==> config.mk <==
export PLATFORM = sky130hd
export DESIGN_NAME = ee357_seq_mult
export DESIGN_NICKNAME = d
export VERILOG_FILES = /design/src/rtl/ee357_seq_mult.sv
export SDC_FILE = /design/constraint.sdc
export NUM_CORES = 1
export LEC_CHECK = 0
export CORE_MARGIN = 8
export CORE_UTILIZATION = 57
export CTS_CLUSTER_SIZE = 24
export DETAILED_ROUTE_END_ITERATION = 8
export PLACE_DENSITY = 0.81
export SLEW_MARGIN = 0
export SYNTH_ARGS = -nofsm -noshare
export SYNTH_HDL_FRONTEND = slang
export SYNTH_SLANG_ARGS = --single-unit
==> constraint.sdc <==
create_clock -name clk -period 5 [get_ports clk]
set_input_delay 1 -clock clk [delete_from_list [all_inputs] [get_ports clk]]
set_output_delay 1 -clock clk [all_outputs]
set_load 0.05 [all_outputs]
==> src/rtl/ee357_seq_mult.sv <==
// Sequential shift-add multiplier: one iteration per clock, sign fix-up on the final edge.
// Operands are reduced to magnitudes at start; the product is negated in FIX when signs differ.
module ee357_seq_mult #(
  parameter int unsigned WIDTH = 32
) (
  input  logic             clk,
  input  logic             rst_n,
  input  logic             start,
  input  logic             signed_op,
  input  logic [WIDTH-1:0] a,
  input  logic [WIDTH-1:0] b,
  output logic             busy,
  output logic             done,
  output logic [WIDTH-1:0] hi,
  output logic [WIDTH-1:0] lo
);

  localparam int unsigned CW = $clog2(WIDTH + 1);
  localparam int unsigned PW = 2 * WIDTH;

  localparam logic [1:0] S_IDLE = 2'd0;
  localparam logic [1:0] S_RUN  = 2'd1;
  localparam logic [1:0] S_FIX  = 2'd2;

  logic [1:0]       state, state_nxt;
  logic [CW-1:0]    count, count_nxt;
  logic [WIDTH-1:0] mcand, mcand_nxt;
  logic [PW-1:0]    prod, prod_nxt;
  logic             neg, neg_nxt;
  logic             busy_nxt, done_nxt;
  logic [WIDTH-1:0] hi_nxt, lo_nxt;

  logic [WIDTH-1:0] mag_a_c, mag_b_c;
  logic [WIDTH:0]   sum_c;
  logic [PW-1:0]    res_c;

  // Magnitudes of the incoming operands; -2^(WIDTH-1) maps to 2^(WIDTH-1), which still fits.
  assign mag_a_c = (signed_op && a[WIDTH-1]) ? (~a + WIDTH'(1)) : a;
  assign mag_b_c = (signed_op && b[WIDTH-1]) ? (~b + WIDTH'(1)) : b;

  // Upper partial product plus multiplicand, keeping the carry for the right shift.
  assign sum_c = {1'b0, prod[PW-1:WIDTH]} + (prod[0] ? {1'b0, mcand} : {(WIDTH + 1){1'b0}});
  assign res_c = neg ? (~prod + PW'(1)) : prod;

  always_ff @(posedge clk or negedge rst_n) begin
    if (!rst_n) begin
      state <= S_IDLE;
    end else begin
      state <= state_nxt;
    end
  end

  always_comb begin
    state_nxt = state;
    count_nxt = count;
    mcand_nxt = mcand;
    prod_nxt  = prod;
    neg_nxt   = neg;
    busy_nxt  = busy;
    done_nxt  = 1'b0;
    hi_nxt    = hi;
    lo_nxt    = lo;
    case (state)
      S_IDLE: begin
        busy_nxt = 1'b0;
        if (start) begin
          mcand_nxt = mag_a_c;
          prod_nxt  = {{WIDTH{1'b0}}, mag_b_c};
          neg_nxt   = signed_op & (a[WIDTH-1] ^ b[WIDTH-1]);
          count_nxt = '0;
          busy_nxt  = 1'b1;
          state_nxt = S_RUN;
        end
      end
      S_RUN: begin
        prod_nxt  = {sum_c, prod[WIDTH-1:1]};
        count_nxt = count + CW'(1);
        if (count == CW'(WIDTH - 1)) begin
          state_nxt = S_FIX;
        end
      end
      S_FIX: begin
        hi_nxt    = res_c[PW-1:WIDTH];
        lo_nxt    = res_c[WIDTH-1:0];
        done_nxt  = 1'b1;
        busy_nxt  = 1'b0;
        count_nxt = '0;
        state_nxt = S_IDLE;
      end
      default: begin
        busy_nxt  = 1'b0;
        count_nxt = '0;
        state_nxt = S_IDLE;
      end
    endcase
  end

  // Datapath and registered outputs; hi/lo only move on the FIX edge.
  always_ff @(posedge clk or negedge rst_n) begin
    if (!rst_n) begin
      count <= '0;
      mcand <= '0;
      prod  <= '0;
      neg   <= 1'b0;
      busy  <= 1'b0;
      done  <= 1'b0;
      hi    <= '0;
      lo    <= '0;
    end else begin
      count <= count_nxt;
      mcand <= mcand_nxt;
      prod  <= prod_nxt;
      neg   <= neg_nxt;
      busy  <= busy_nxt;
      done  <= done_nxt;
      hi    <= hi_nxt;
      lo    <= lo_nxt;
    end
  end

endmodule
After elaboration in Yosys (flattened, before gate mapping) --
Index checks and enable logic that the tools add are counted. Widths: inputs -> output; s select.
Word-level totals: flip-flop bits (word level) 171, input bits 68, output and inout bits 66, logic and storage cells 45
Cells by class: $add $sub $neg 5, equal/unequal tests 5, mux-type cells 14, bitwise operators 5, reductions and logical operators 7
Operators by type and width (count):
- $mux 64 | 2
- $pmux 64 s2 | 1
- $mux 32 | 3
- $add 32x1->32 const B | 2
- $add 64x1->64 const B | 1
- $not 32->32 | 2
- $not 64->64 | 1
- $add 32x32->33 | 1
- $pmux 6 s2 | 1
- $add 6x1->6 const B | 1
- $eq 6x5->1 const B | 1
- $mux 6 | 1
- $reduce_and 2->1 | 3
- $mux 2 | 2
- $ne 2x2->1 const B | 2
- $pmux 2 s2 | 1
- $eq 2x1->1 const B | 1
- $eq 2x2->1 const B | 1
- $logic_and 1x1->1 | 2
- $logic_not 2->1 | 1
- $mux 1 | 2
- $pmux 1 s2 | 1
- $reduce_bool 2->1 | 1
- $and 1x1->1 | 1
- $xor 1x1->1 | 1

Depth between registers and ports, before layout --
word-level depth 5, depth in mapped cells 13, gate-level depth less buffers 11

Worst setup path before layout --
No wires, ideal clock.
path type in2reg, start point in a[4], end point reg mcand[29], library setup time 0.131 ns, arrival time 2.802 ns, required time 4.869 ns, setup slack 2.068 ns, stages 7, path buffers 0, cell sequence or3_1 > nor4bb_1 > and2_1 > nand2_1 > o31ai_1 > xor2_1 > o21ai_1
On the way: cells in the longest elaborated chain, start to end 3
Ends and longest elaborated chain:
- from (decl) | RTL line 10 | input logic [WIDTH-1:0] a,
- $not 32->32 | RTL line 38 | assign mag_a_c = (signed_op && a[WIDTH-1]) ? (~a + WIDTH'(1)) : a;
- $add 32x1->32 | RTL line 38
- $mux 32 | RTL line 38
- to (signal assigned) | RTL line 111 | mcand <= mcand_nxt;
- to (decl) | RTL line 27 | logic [WIDTH-1:0] mcand, mcand_nxt;
No other way between the ends. A chain may end at the register's enable or synchronous reset.

Worst setup path in the final report --
start point reg prod[0], end point reg prod[54]
On the way: cells in the longest elaborated chain, start to end 3
Ends and longest elaborated chain:
- from (decl) | RTL line 28 | logic [PW-1:0] prod, prod_nxt;
- from (signal assigned) | RTL line 112 | prod <= prod_nxt;
- $mux 32 | RTL line 42 | assign sum_c = {1'b0, prod[PW-1:WIDTH]} + (prod[0] ? {1'b0, mcand} : {(WIDTH + 1){1'b0}});
- $add 32x32->33 | RTL line 42
- $pmux 64 s2 | RTL line 63 | case (state)
No other way between the ends.

==> impl_summary.log <==
[metrics] run status: complete, no violations
[metrics] WP data required: around 5400 ps
[metrics] depth of the CTS H-tree: 4
[metrics] post-detailed-route count of antenna-violating nets: 0
[metrics] xor/xnor cell area share of the yosys netlist: between 10% and 20%
[metrics] min Tclk post-route: between 3000 and 4000 ps
[metrics] Initial DRC Count: 921
[metrics] maximum vdd ir drop: about 310 uV
[metrics] cell count after synthesis: approximately 1,300
[metrics] kind of cell adding the most delay to the critical path: compound AO/OA/AOI/OAI gates
[metrics] worst clock skew: between 10 and 15 ps
[metrics] nature of the critical path endpoint: flop
[metrics] final WL: ~30,000 um
[metrics] layout cells sized above 1: under 10%
[metrics] number of clock buffers inserted by TritonCTS: 17
[metrics] register-to-register path setup slack: approximately 1400 ps
[metrics] number of gates on the worst path with buffers counted: 9
[metrics] initial core utilization: between 50% and 60%
[metrics] RSZ-0062 raised after global routing: false
[metrics] Clock Tree Buf Depth: 2
[metrics] compound-gate portion of the synthesized area: between 20 and 25%
[metrics] Hold Vio Cnt, Final: 0
[metrics] Max-Slew Margin vs Limit: between 20% and 30%
[metrics] critical-path maximum fanout: 36
[metrics] EDFF count, synth: 0
[metrics] biggest area contributors in the synthesized netlist: dfrtp_1, o21ai_0, xor2_1
[metrics] largest net degree at the start of global routing: approximately 130
[metrics] number of nets in the synthesized netlist: 1,421
[metrics] Crit Path Category: flop to flop
[metrics] number of cells on the worst reg-to-reg path: 9
[metrics] sequential-to-total area share from yosys stat: approximately 38%
[metrics] distinct cell type count of the synthesized netlist: 65
[metrics] vertical die dimension: 156 um
[metrics] Critical path buffers and inverters: 0
[metrics] multiplexer share of the synthesized area: 0.360%
[metrics] per-cell routed wire length: 17.9 um
[metrics] number of clock sinks seen by CTS: ~170
[metrics] Filler cells: 1,613
[metrics] post-synth top area share: between 30% and 40%
[metrics] async set or reset register ratio after synthesis: between 90% and 100%
[metrics] CTS root buf: clkbuf_16
[metrics] initial antenna violation count: 0
[metrics] setup-violating endpoint count in the final report: 0
[metrics] global-route wire length before repair: slightly below 50,000 um
[metrics] cell with the largest stage delay on the worst path: dfrtp_1
[metrics] Layout Area Growth over Synthesis: 18.5%
[metrics] Remaining DRCs: 0
[metrics] horizontal extent of the die: 156 um
[metrics] first drt pass iteration count: 7
[metrics] Critical Path Source Type: flop
[metrics] utilization after layout: 68.2%
[metrics] Final Max Tran Viols: 0
[metrics] commonest register cell after synthesis: dfrtp_1
[metrics] clock tree from TritonCTS: built
[metrics] Worst EP arrival: 3910 ps
[metrics] post_cts resized: 0
[metrics] clock insertion delay at the later pin of the skew report: 440 ps
[metrics] hold slack final: approximately 470 ps
[metrics] final worst-path setup slack: between 1000 and 1500 ps
[metrics] number of warnings reported in the yosys synthesis log: 0
[metrics] number of diodes: 0
[metrics] PortBufs: roughly 130
[metrics] number of buffers added to fix hold violations after cts: 0
[metrics] maximum frequency from static timing analysis: 281 MHz
[metrics] LEAKAGE: approximately 5.4 nW
[metrics] clock input transition at the sequential cells of the worst setup and hold paths: about 70 ps
[metrics] critical path, cell by cell: and2_1 -> ha_1 -> o21ai_0 -> a2111oi_0 -> a211oi_1 -> a22oi_1 -> a21oi_1 -> xor2_1 -> o21ai_0
[metrics] GR Util All Layers: 24.5%
[metrics] total design power: 6.23 mW
[metrics] I/O Pins: 134
[metrics] mean number of vias per cell: approximately 6.0
[metrics] instance count along the most critical hold path: 1
[metrics] routability-driven placement congestion ratio: slightly above 0.9
[metrics] Min-Delay Path Class: flop to flop
[metrics] die footprint: 24,300 sq um
[metrics] end of the worst register-to-register path: prod[54]
[metrics] combinational family with the most area after synthesis: compound AO/OA/AOI/OAI gates
[metrics] Setup TNS: 0 ps
[metrics] longest individual stage delay on the worst path: approximately 750 ps
[metrics] Final nets: 1,503
[metrics] period utilisation layout: 71.2%
[metrics] hold_sp: count[5]
[metrics] Worst Hold Path EP: count[5]
[metrics] max capacitance violation total: 0
[metrics] number of synthesized register bits: 171
[metrics] CP most frequent cell: o21ai_0
[metrics] slew at the pin with the worst max-slew slack: 1110 ps
[metrics] half-perimeter wire length of the detailed placement result: ~23,000 um
[metrics] number of global-route vias before repair: between 9,000 and 10,000
[metrics] number of vias in the routed layout: 10,092
[metrics] row count: 51
[metrics] global route overflow: 0
[metrics] number of setup buffers added after CTS: 0
[metrics] share of synthesized cell area in and, or, nand and nor gates: a little under a fifth
[metrics] total standard cell area after synthesis: 11,100 sq um
[metrics] cell accounting for the most synthesized area: dfrtp_1
[metrics] power per unit of standard cell area: ~470 nW/um^2
[metrics] core region area: between 15,000 and 20,000 sq um
[metrics] adder-cell area share of the yosys netlist: under 10%
[metrics] syn avg cell area: roughly 8.5 sq um
[metrics] worst setup timing slack at the placement stage: approximately 1200 ps
[metrics] worst reg2reg startpoint: prod[0]
==> cells in the final DEF, fill, tap and decap left out, types with 4 or more instances in the layout <==
master / synthesis / final
buf_4: 0 / 9
a21boi_0: 4 / 4
xor2_1: 85 / 85
o21ai_0: 176 / 175
xnor2_1: 63 / 63
nand4_1: 9 / 9
ha_1: 36 / 36
dfrtp_1: 171 / 171
nand3_1: 33 / 32
and3_1: 11 / 11
o21ai_1: 18 / 18
nor4_1: 13 / 13
a21o_1: 16 / 16
nand2_1: 183 / 182
a21oi_1: 78 / 78
or3_1: 15 / 15
clkbuf_16: 0 / 17
and2_1: 36 / 36
a211oi_1: 5 / 5
mux2i_1: 4 / 4
clkdlybuf4s50_1: 0 / 132
o41ai_1: 19 / 19
o31ai_1: 19 / 19
o211ai_1: 6 / 6
nor2_1: 50 / 49
inv_6: 0 / 4
or2_2: 6 / 6
o22ai_1: 24 / 24
nand2b_1: 11 / 11
nor3_1: 24 / 24
a31oi_1: 9 / 9
inv_8: 0 / 4
or4_1: 14 / 14
nor2b_1: 6 / 6
a22oi_1: 20 / 20
inv_1: 26 / 26
==> flip-flops by register name, summed over array words and instances (netlist names) <==
| signal | flops |
|---|---|
| prod | 64 |
| hi | 32 |
| lo | 32 |
| mcand | 32 |
| count | 6 |
| state | 2 |
| busy | 1 |
| done | 1 |
| neg | 1 |
==> per-layer routing <==
metal  vias to the layer above  GRT usage [%]  part of all wire [%]
met5                         -              0                     0
met4                         0           8.13                   1.9
met3                        48           4.60                   8.4
met2                       433           37.7                    44
met1                      4721           34.2                    45
li1                       4890              -                     -
==> layout make-up <==
type | instances | area (sq um) | area share, %
multi-input cells | 1040 | 6470 | 49.1
clock buffers | 18 | 429 | 3.25
inverters | 26 | 97.6 | 0.740
clock inverters | 14 | 180 | 1.37
repair buffers | 142 | 1400 | 10.6
well taps | 265 | 332 | 2.51
flip-flops and latches | 171 | 4280 | 32.5
==> power by group <==
part	internal, mW	switching, mW
combinational	1.11	1.44
sequential	1.71	0.606
clock	0.760	0.599
total	3.59	2.64
==> per-stage QoR <==
step                instance area, sq um  instances
floorplan                          11100       1316
global placement                   12600       1644
detailed placement                 12600       1644
CTS                                13200       1676
global route                       13200       1676
finish                             13200       1676
==> cells in the mapped netlist, types with 2 or more instances <==
cell	instances
o22ai_1	24
o41ai_2	3
o21ai_0	176
nand2_1	183
dfrtp_1	171
a22o_1	2
buf_1	3
or3_1	15
nor2b_1	6
a21o_1	16
a221o_1	3
nand2b_1	11
a2111oi_0	2
o21ai_1	18
nand3_1	33
and2_1	36
nor2_1	50
o31ai_1	19
xor2_1	85
nor3b_1	3
a211oi_1	5
clkbuf_1	75
or2_2	6
o41ai_1	19
a21boi_0	4
nor4_1	13
ha_1	36
a211o_1	3
and3_1	11
o21bai_1	2
nand4_1	9
mux2i_1	4
nor3_1	24
o21a_1	3
inv_1	26
nand3b_1	2
a22oi_1	20
a31oi_1	9
or3_4	3
a21oi_1	78
xnor2_1	63
o211ai_1	6
or4_1	14
==> worst reg2reg max path: cells and delay by family (launching register included) <==
| kind | cells | cell delay, ps |
|---|---|---|
| AO/OA/AOI/OAI | 6 | 1830 |
| XOR/XNOR | 1 | 150 |
| adder cells (fa/ha/maj) | 1 | 410 |
| flip-flops | 1 | 750 |
| AND/OR/NAND/NOR | 1 | 330 |
==> how the worst max path moves through the flow <==
stage / start / endpoint / slack, ps
after floorplan: a[4] / mcand[29] / 2070
after global placement: a[2] / mcand[29] / 1330
after detailed placement: a[2] / mcand[29] / 1230
after CTS: prod[0] / prod[62] / 1470
after global routing: prod[0] / prod[62] / 1050
final: prod[0] / prod[54] / 1440
==> cells by family after synthesis <==
| group | after synthesis |
|---|---|
| flops | 171 |
| compound gates | 422 |
| fa+ha+maj | 37 |
| xor+xnor | 148 |
| buf+inv | 105 |
| simple gates | 429 |
| mux | 4 |
(Power assumes the default switching activity.)
